`src/rtl/rv_mem_pkg.sv`:
```
// Shared types and constants for the memory-port arbiter slice.
// No logic: requester IDs and access-size encodings only.
// No flow control of its own.
package rv_mem_pkg;

    typedef enum logic {
        REQ_INSTR = 1'b0,
        REQ_DATA  = 1'b1
    } req_id_e;

    localparam logic [1:0] SIZE_BYTE = 2'd0;
    localparam logic [1:0] SIZE_HALF = 2'd1;
    localparam logic [1:0] SIZE_WORD = 2'd2;

endpackage

```
`src/rtl/mem_id_fifo.sv`:
```
// Small generic FIFO holding the requester ID of each read in flight.
// Latency: head valid the cycle after push; no bypass from push to head.
// Backpressure: caller must not push when full nor pop when empty; push+pop together is legal.
module mem_id_fifo #(
    parameter int WIDTH = 1,
    parameter int DEPTH = 2
) (
    input  logic             clk,
    input  logic             reset,
    input  logic             push,
    input  logic [WIDTH-1:0] push_dat,
    input  logic             pop,
    output logic             full,
    output logic             empty,
    output logic [WIDTH-1:0] head
);

    localparam int PW = (DEPTH > 1) ? $clog2(DEPTH) : 1;
    localparam int CW = $clog2(DEPTH + 1);

    logic [WIDTH-1:0] mem [DEPTH];
    logic [PW-1:0]    wr_ptr;
    logic [PW-1:0]    rd_ptr;
    logic [CW-1:0]    count;

    function automatic logic [PW-1:0] ptr_next(input logic [PW-1:0] p);
        return (p == PW'(DEPTH - 1)) ? '0 : p + PW'(1);
    endfunction

    assign full  = (count == CW'(DEPTH));
    assign empty = (count == '0);
    assign head  = mem[rd_ptr];

    // Storage write; contents need no reset since count gates their use.
    always_ff @(posedge clk) begin
        if (push) begin
            mem[wr_ptr] <= push_dat;
        end
    end

    // Pointer and occupancy tracking, pointers wrap modulo DEPTH.
    always_ff @(posedge clk) begin
        if (reset) begin
            wr_ptr <= '0;
            rd_ptr <= '0;
            count  <= '0;
        end else begin
            if (push) wr_ptr <= ptr_next(wr_ptr);
            if (pop)  rd_ptr <= ptr_next(rd_ptr);
            case ({push, pop})
                2'b10:   count <= count + CW'(1);
                2'b01:   count <= count - CW'(1);
                default: count <= count;
            endcase
        end
    end

endmodule

```
`src/rtl/mem_port_arbiter.sv`:
```
// Shares one memory port between instruction fetch and data; routes in-order read responses by ID.
// Latency: request and response paths are combinational (0 cycles); lock/starve/ID state is registered.
// Backpressure: mem_req_ready passes to the granted requester; reads stall while the ID FIFO is full.
module mem_port_arbiter
    import rv_mem_pkg::*;
#(
    parameter int MAX_OUTSTANDING = 2,
    parameter int STARVE_LIMIT    = 4
) (
    input  logic        clk,
    input  logic        reset,
    input  logic        instr_req_valid,
    output logic        instr_req_ready,
    input  logic [31:0] instr_req_addr,
    output logic        instr_rsp_valid,
    output logic [31:0] instr_rsp_data,
    input  logic        data_req_valid,
    output logic        data_req_ready,
    input  logic        data_req_wr,
    input  logic [31:0] data_req_addr,
    input  logic [1:0]  data_req_size,
    input  logic [31:0] data_req_data,
    output logic        data_rsp_valid,
    output logic [31:0] data_rsp_data,
    output logic        mem_req_valid,
    input  logic        mem_req_ready,
    output logic        mem_req_wr,
    output logic [31:0] mem_req_addr,
    output logic [1:0]  mem_req_size,
    output logic [31:0] mem_req_data,
    input  logic        mem_rsp_valid,
    input  logic [31:0] mem_rsp_data,
    output logic        rsp_orphan
);

    localparam int SW = $clog2(STARVE_LIMIT + 1);

    logic          lock_vld;
    req_id_e       lock_id;
    req_id_e       sel_id;
    logic          sel_valid;
    logic          sel_wr;
    logic          can_issue;
    logic          handshake;
    logic          fifo_push;
    logic          fifo_pop;
    logic          fifo_full;
    logic          fifo_empty;
    logic [0:0]    fifo_head;
    req_id_e       head_id;
    logic [SW-1:0] starve_cnt;

    // Requester selection: a pending lock wins, then starvation relief, then data priority.
    always_comb begin
        sel_id = REQ_DATA;
        if (lock_vld) begin
            sel_id = lock_id;
        end else if (instr_req_valid && (starve_cnt == SW'(STARVE_LIMIT))) begin
            sel_id = REQ_INSTR;
        end else if (!data_req_valid && instr_req_valid) begin
            sel_id = REQ_INSTR;
        end
    end

    assign sel_valid = (sel_id == REQ_INSTR) ? instr_req_valid : data_req_valid;
    assign sel_wr    = (sel_id == REQ_DATA) && data_req_wr;
    // Full blocks reads even when a pop lands in the same cycle; writes never need a slot.
    assign can_issue = sel_wr || !fifo_full;

    assign mem_req_valid = !reset && sel_valid && can_issue;
    assign mem_req_wr    = sel_wr;
    assign mem_req_addr  = (sel_id == REQ_INSTR) ? instr_req_addr : data_req_addr;
    assign mem_req_size  = (sel_id == REQ_INSTR) ? SIZE_WORD : data_req_size;
    assign mem_req_data  = (sel_id == REQ_INSTR) ? 32'h0 : data_req_data;

    assign instr_req_ready = !reset && (sel_id == REQ_INSTR) && mem_req_ready && can_issue;
    assign data_req_ready  = !reset && (sel_id == REQ_DATA) && mem_req_ready && can_issue;

    assign handshake = mem_req_valid && mem_req_ready;
    assign fifo_push = handshake && !sel_wr;
    assign fifo_pop  = !reset && mem_rsp_valid && !fifo_empty;
    assign head_id   = req_id_e'(fifo_head);

    assign instr_rsp_valid = fifo_pop && (head_id == REQ_INSTR);
    assign data_rsp_valid  = fifo_pop && (head_id == REQ_DATA);
    assign instr_rsp_data  = mem_rsp_data;
    assign data_rsp_data   = mem_rsp_data;

    mem_id_fifo #(
        .WIDTH (1),
        .DEPTH (MAX_OUTSTANDING)
    ) u_id_fifo (
        .clk      (clk),
        .reset    (reset),
        .push     (fifo_push),
        .push_dat (1'(sel_id)),
        .pop      (fifo_pop),
        .full     (fifo_full),
        .empty    (fifo_empty),
        .head     (fifo_head)
    );

    // Hold the granted requester while the downstream stalls so the payload stays stable.
    always_ff @(posedge clk) begin
        if (reset) begin
            lock_vld <= 1'b0;
            lock_id  <= REQ_DATA;
        end else begin
            lock_vld <= mem_req_valid && !mem_req_ready;
            lock_id  <= sel_id;
        end
    end

    // Count data grants taken while fetch waits; saturates so fetch is forced next.
    always_ff @(posedge clk) begin
        if (reset) begin
            starve_cnt <= '0;
        end else if (!instr_req_valid || (handshake && sel_id == REQ_INSTR)) begin
            starve_cnt <= '0;
        end else if (handshake && sel_id == REQ_DATA && starve_cnt != SW'(STARVE_LIMIT)) begin
            starve_cnt <= starve_cnt + SW'(1);
        end
    end

    // Sticky flag for a read response arriving with no outstanding ID.
    always_ff @(posedge clk) begin
        if (reset) begin
            rsp_orphan <= 1'b0;
        end else if (mem_rsp_valid && fifo_empty) begin
            rsp_orphan <= 1'b1;
        end
    end

endmodule

```
`config.mk`:
```
export PLATFORM = sky130hd
export DESIGN_NAME = mem_port_arbiter
export DESIGN_NICKNAME = d
export VERILOG_FILES = /design/src/rtl/rv_mem_pkg.sv /design/src/rtl/mem_id_fifo.sv /design/src/rtl/mem_port_arbiter.sv
export SDC_FILE = /design/constraint.sdc
export NUM_CORES = 1
export LEC_CHECK = 0
export ABC_CLOCK_PERIOD_IN_PS = 4820
export CAP_MARGIN = 20
export CORE_AREA = 3 3 106 108
export CTS_BUF_LIST = sky130_fd_sc_hd__clkbuf_8
export CTS_CLUSTER_SIZE = 10
export DETAILED_ROUTE_END_ITERATION = 6
export DIE_AREA = 0 0 109 111
export GPL_TIMING_DRIVEN = 0
export PLACE_DENSITY = 0.66
export SLEW_MARGIN = 20
export SYNTH_ARGS = -nofsm -noshare
export SYNTH_HDL_FRONTEND = slang
export SYNTH_HIERARCHICAL = 1
export SYNTH_SLANG_ARGS = --single-unit
export TNS_END_PERCENT = 5
```
`constraint.sdc`:
```
create_clock -name clk -period 4.82 [get_ports clk]
set_input_delay 0.964 -clock clk [delete_from_list [all_inputs] [get_ports clk]]
set_output_delay 0.964 -clock clk [all_outputs]
set_load 0.01 [all_outputs]
```
==> results of run 1 <==
==> cell usage in the layout, fill, tap and decap left out, types with 3 or more instances in the layout <==
cell | Yosys | final
buf_4 | 64 | 64
ha_1 | 3 | 3
dfxtp_1 | 11 | 11
xnor2_1 | 3 | 3
nand2b_1 | 7 | 7
nand2_1 | 98 | 98
clkdlybuf4s50_1 | 0 | 241
nor2b_1 | 3 | 3
buf_2 | 5 | 5
inv_1 | 4 | 5
nor2_1 | 7 | 7
a21oi_1 | 5 | 5
clkbuf_8 | 0 | 3
and2_1 | 37 | 37
clkbuf_1 | 5 | 5
o21ai_0 | 3 | 3
==> sequential cells by signal, indices dropped and copies added (netlist names), named ones only <==
signal            count
u_id_fifo/mem         2
u_id_fifo/count       2
lock_id               1
starve_cnt            3
u_id_fifo/rd_ptr      1
u_id_fifo/wr_ptr      1
lock_vld              1
rsp_orphan            1
==> logic make-up after synthesis <==
| kind of cell | after synthesis |
|---|---|
| AOI/OAI and AO/OA | 14 |
| xor gates and xnor gates | 4 |
| adders and majority gates | 3 |
| buffers and inverters | 79 |
| DFF | 13 |
| muxes | 1 |
| and+or+nand+nor | 165 |
==> area by class of cell <==
| class | instances | area (um2) |
|---|---|---|
| inverters | 5 | 18.8 |
| clock buffers | 3 | 41.3 |
| plain buffers | 74 | 524 |
| fillers | 1036 | 5890 |
| multi-input cells | 187 | 976 |
| flip-flops and latches | 13 | 280 |
| diodes | 1 | 2.50 |
| well taps | 136 | 170 |
| clock inverters | 1 | 3.75 |
| repair buffers | 241 | 2410 |
==> final timing paths <==
check,cells past startpoint,endpoint
worst min register to register,2,rsp_orphan
worst min-delay path,2,rsp_orphan
worst max-delay path,7,mem_req_addr[15]
worst max register to register,11,u_id_fifo/count[1]
==> stage by stage <==
stage / cell area, um2 / instances / hold WS, ns / total power [mW] / setup WS (ns)
6_report: 4430 / 661 / 0.470 / 0.617 / 0.666
5_1_grt: 4430 / 660 / 0.510 / 0.656 / 0.519
4_1_cts: 4430 / 660 / 0.477 / 0.627 / 0.606
3_5_place_dp: 4380 / 656 / 0.458 / 0.531 / 0.605
3_3_place_gp: 4380 / 656 / 0.452 / 0.528 / 0.620
2_1_floorplan: 1800 / 279 / 0.461 / 0.270 / 1.97
==> where the power goes <==
| part | internal, mW | total (mW) | switching [mW] | leakage [nW] |
|---|---|---|---|---|
| clock network | 0.0561 | 0.0926 | 0.0366 | 0.0269 |
| registers | 0.114 | 0.117 | 0.00252 | 0.107 |
| logic | 0.264 | 0.407 | 0.143 | 1.76 |
| total | 0.435 | 0.617 | 0.182 | 1.89 |
==> layer usage <==
layer  wire length [um]  share of wire (%)  vias to the layer above  track usage [%]
li1                   -                  -                     1295                -
met1               3090                 34                     1072             13.6
met2               4680                 51                      143             25.2
met3               1190                 13                       12             6.41
met4                 93                1.0                        6             2.69
met5                 41               0.45                        -                0
==> worst register-to-register path, cell delays in order, from the launching register on <==
cell      delay, ns
dfxtp_1        0.34
inv_1          0.06
ha_1           0.24
a21boi_1       0.25
o21ai_4        0.15
inv_2          0.22
nand3b_1       0.11
a211oi_1       0.53
inv_1          0.14
ha_1           0.36
or3_1          0.35
a21oi_1        0.14
==> impl_metrics.env, run 1 <==
export IMPL_skew_ns=0.000881
export IMPL_p_per_area_mw_per_mm2=139
export IMPL_numCtsBuffers=3
export IMPL_ys_seq_area_share_pct=15.6
export IMPL_coreArea_mm2=0.0103
export IMPL_wl_per_cell_um=13.8
export IMPL_drive_above_1_share_pct=14.9
export IMPL_fin_crit_ns=4.15
export IMPL_wl_mm=9.10
export IMPL_grt_pass1_wl_mm=13.1
export IMPL_cts_sinks=13
export IMPL_grt_max_degree=13
export IMPL_synth_edf_count=2
export IMPL_htree_levels=1
export IMPL_synth_compound_area_share_pct=6.40
export IMPL_finalMaxSlewViolations=0
export IMPL_grt_pass1_vias=2554
export IMPL_async_reset_ff_share_pct=0
export IMPL_overflow=0
export IMPL_postCtsSetupRepairBufs=0
export IMPL_period_share_pct=86.2
export IMPL_dieWidth_um=109
export IMPL_vias_per_cell=3.82
export IMPL_post_route_util_pct=42.9
export IMPL_root_buffer="clkbuf_8"
export IMPL_netlist_area_leader_share_pct=26.7
export IMPL_drt_iter0_markers=57
export IMPL_crit_slowest_cell="clkdlybuf4s50_1"
export IMPL_r2r_setup_slack_ns=1.86
export IMPL_grt_antenna_before_repair=3
export IMPL_cp_slowest_stage_delay_ns=0.54
export IMPL_dp_hpwl_mm=8.10
export IMPL_fp_dieArea_mm2=0.0121
export IMPL_ctsHoldBuffers=0
export IMPL_grtUsageTotal_pct=13.6
export IMPL_synth_nets=419
export IMPL_critPathArrivalTime_ns=3.19
export IMPL_maxSlewHeadroom_pct=62.1
export IMPL_leakage_nw=1.89
export IMPL_status="finished clean"
export IMPL_start_util_pct=17.4
export IMPL_yosys_top_cells_area="buf_4 (27%), nand2_1 (20%), and2_1 (13%)"
export IMPL_ys_ff_latch=13
export IMPL_peakVddDrop_uv=65.2
export IMPL_ctsResizeCount=0
export IMPL_maxCapViolations=0
export IMPL_area_growth_pct=146
export IMPL_worstPathRequired_ns=3.86
export IMPL_portBuffers=241
export IMPL_clk_pin_slew_ns=0.05
export IMPL_r2r_start="starve_cnt[0]"
export IMPL_hold_viol=0
export IMPL_fmax_mhz=241
export IMPL_clkLatencyLatePin_ns=0.24
export IMPL_ys_flop_type="dfxtp_1"
export IMPL_critPathBufInv=3
export IMPL_hp_start="rsp_orphan"
export IMPL_rows=37
export IMPL_fin_nets=665
export IMPL_critPathLaunch="instr_req_valid"
export IMPL_antenna_left=0
export IMPL_yosys_area_top_type="buf_4"
export IMPL_timing_setup_tns_ns=0
export IMPL_synth_fa_ha_area_share_pct=2.09
export IMPL_cp_max_fo=10
export IMPL_path_delay_family="buffers and inverters"
export IMPL_startpoint_type="input pin"
export IMPL_io_pins=274
export IMPL_gp_congestion=0.821
export IMPL_num_vias=2528
export IMPL_clockBufferDepth=2
export IMPL_synth_simple_area_share_pct=43.2
export IMPL_drtPass1Iterations=4
export IMPL_synth_top_family_by_area="simple AND/OR/NAND/NOR gates"
export IMPL_worst_hold_path_type="register to register"
export IMPL_endpoint_kind="output port"
export IMPL_rsz0062_at_grt="no"
export IMPL_criticalPathCategory="input pin to output port"
export IMPL_ys_types=33
export IMPL_synth_mux_area_fraction_pct=0.626
export IMPL_worst_pin_slew_ns=0.566
export IMPL_cts_tree="built"
export IMPL_synth_xor_area_share_pct=1.95
export IMPL_die_h_um=111
export IMPL_yosys_top_cells_count="nand2_1 (98), buf_4 (64), and2_1 (37), dfxtp_1 (11)"
export IMPL_drcViolationCount=0
export IMPL_yosys_warnings=6
export IMPL_netlist_instances=279
export IMPL_setup_viol=0
export IMPL_synth_most_common_cell="nand2_1"
export IMPL_synth_area_mm2=0.00180
export IMPL_synth_avg_cell_area_um2=6.45
export IMPL_crit_chain="clkdlybuf4s50_1 -> nand2b_1 -> o21ai_4 -> clkbuf_1 -> nand2_1 -> nand2_1 -> clkdlybuf4s50_1"
No activity file was read; power rests on OpenSTA's default activity.
==> run 2: changes to the inputs <==
Settings changed: GPL_TIMING_DRIVEN 0 to 1.
==> run 2 against run 1 <==
Total power fell by 17%. Via count fell by 19%. Clock power rose by 2.4%. Largest cell class unchanged. Non-clock buffer count shrank 135. Utilization is 11 points lower. Wire length decreased by 19%. Final cell count shrank 21%. Die area stayed put.
==> impl_metrics.env, run 2 (synthesis results as in run 1) <==
export IMPL_portBuffers=177
export IMPL_timing_setup_tns_ns=0
export IMPL_peakVddDrop_uv=97.0
export IMPL_startpoint_type="input pin"
export IMPL_vias_per_cell=3.92
export IMPL_endpoint_kind="output port"
export IMPL_numCtsBuffers=3
export IMPL_fill_cells=1101
export IMPL_ctsResizeCount=0
export IMPL_worst_pin_slew_ns=0.510
export IMPL_num_vias=2059
export IMPL_diodes=0
export IMPL_cts_sinks=13
export IMPL_clockBufferDepth=2
export IMPL_drcViolationCount=0
export IMPL_period_share_pct=83.5
export IMPL_fin_nets=530
export IMPL_io_pins=274
export IMPL_postCtsSetupRepairBufs=0
export IMPL_setup_viol=0
export IMPL_criticalPathCategory="input pin to output port"
export IMPL_start_util_pct=17.4
export IMPL_grt_max_degree=40
export IMPL_drt_iter0_markers=68
export IMPL_critPathArrivalTime_ns=3.06
export IMPL_grt_pass1_wl_mm=10.8
export IMPL_final_area_mm2=0.00330
export IMPL_fin_crit_ns=4.02
export IMPL_antenna_left=0
export IMPL_layout_common_cells="clkdlybuf4s50_1 (177), nand2_1 (98), and2_1 (37)"
export IMPL_dieWidth_um=109
export IMPL_htree_levels=1
export IMPL_worstPathRequired_ns=3.86
export IMPL_cp_max_fo=20
export IMPL_post_route_util_pct=31.9
export IMPL_grtUsageTotal_pct=11.3
export IMPL_worst_hold_path_type="register to register"
export IMPL_wl_per_cell_um=14.1
export IMPL_maxSlewHeadroom_pct=66.0
export IMPL_ff_latch_area_um2=280
export IMPL_drive_above_1_share_pct=3.08
export IMPL_dpl_instance_area_mm2=0.00325
export IMPL_grt_pass1_vias=2097
export IMPL_dp_hpwl_mm=6.33
export IMPL_skew_ns=0.00104
export IMPL_rows=37
export IMPL_rsz0062_at_grt="no"
export IMPL_clkLatencyLatePin_ns=0.24
export IMPL_max_flop_register="starve_cnt"
export IMPL_reg_top3="starve_cnt: 3 flops, u_id_fifo/count: 2 flops, u_id_fifo/mem: 2 flops"
export IMPL_p_per_area_mw_per_mm2=154
export IMPL_finalMaxSlewViolations=0
export IMPL_die_h_um=111
export IMPL_fp_dieArea_mm2=0.0121
export IMPL_maxCapViolations=0
export IMPL_grt_antenna_before_repair=0
export IMPL_leakage_nw=1.33
export IMPL_wl_mm=7.41
export IMPL_fmax_mhz=249
export IMPL_clk_pin_slew_ns=0.05
export IMPL_root_buffer="clkbuf_8"
export IMPL_hold_viol=0
export IMPL_status="finished clean"
export IMPL_drtPass1Iterations=4
export IMPL_ctsHoldBuffers=0
export IMPL_cts_tree="built"
export IMPL_area_growth_pct=83.2
export IMPL_layout_commonest_cell="clkdlybuf4s50_1"
export IMPL_largest_reg_flops=3
export IMPL_gp_congestion=0.824
export IMPL_coreArea_mm2=0.0103
export IMPL_multi_input_area_um2=976
export IMPL_overflow=0
run 2: cell types whose count changed in the layout (fill, tap and decap cells not counted):
cell             previous run  this run
clkbuf_1                    5         0
diode_2                     1         0
clkdlybuf4s50_1           241       177
buf_2                       5         0
buf_12                      0         1
buf_4                      64         2
run 2: final timing paths:
path	startpoint	end	slack [ns]	cells after the start
max	data_req_valid	mem_req_data[11]	0.80	7
min	rsp_orphan	rsp_orphan	0.49	2
max reg2reg	starve_cnt[0]	u_id_fifo/count[1]	1.98	11
min reg2reg	rsp_orphan	rsp_orphan	0.49	2
run 2: critical path: stages:
cell             delay [ns]
clkdlybuf4s50_1        0.53
a21boi_1               0.27
o21ai_4                0.07
inv_2                  0.23
buf_4                  0.29
and2_1                 0.15
clkdlybuf4s50_1        0.54
run 2: routing by layer:
layer / up-vias / track usage [%] / wire length, um
met1: 899 / 12.9 / 2790
met3: 6 / 3.67 / 836
met4: 0 / 2.36 / 44
met2: 136 / 20.3 / 3740
li1: 1018 / - / -
met5: - / 0 / 0
run 2: power breakdown:
| part | switching [mW] | internal (mW) |
|---|---|---|
| Combinational | 0.110 | 0.187 |
| Clock | 0.0386 | 0.0562 |
| Sequential | 0.00255 | 0.114 |
run 2: cell type report:
type | count | share of cell area, %
Inverter | 5 | 0.569
Clock inverter | 1 | 0.114
Multi-Input combinational cell | 187 | 29.6
Clock buffer | 3 | 1.25
Timing Repair Buffer | 180 | 54.8
Sequential cell | 13 | 8.50
Tap cell | 136 | 5.16
run 2: metrics by stage:
stage	std cells	setup slack [ns]	power (mW)	hold slack [ns]
global placement	521	0.840	0.418	0.452
finish	525	0.798	0.509	0.486
global route	525	0.649	0.541	0.516
detailed placement	521	0.781	0.420	0.470
floorplan	279	1.97	0.270	0.461
CTS	525	0.777	0.516	0.483
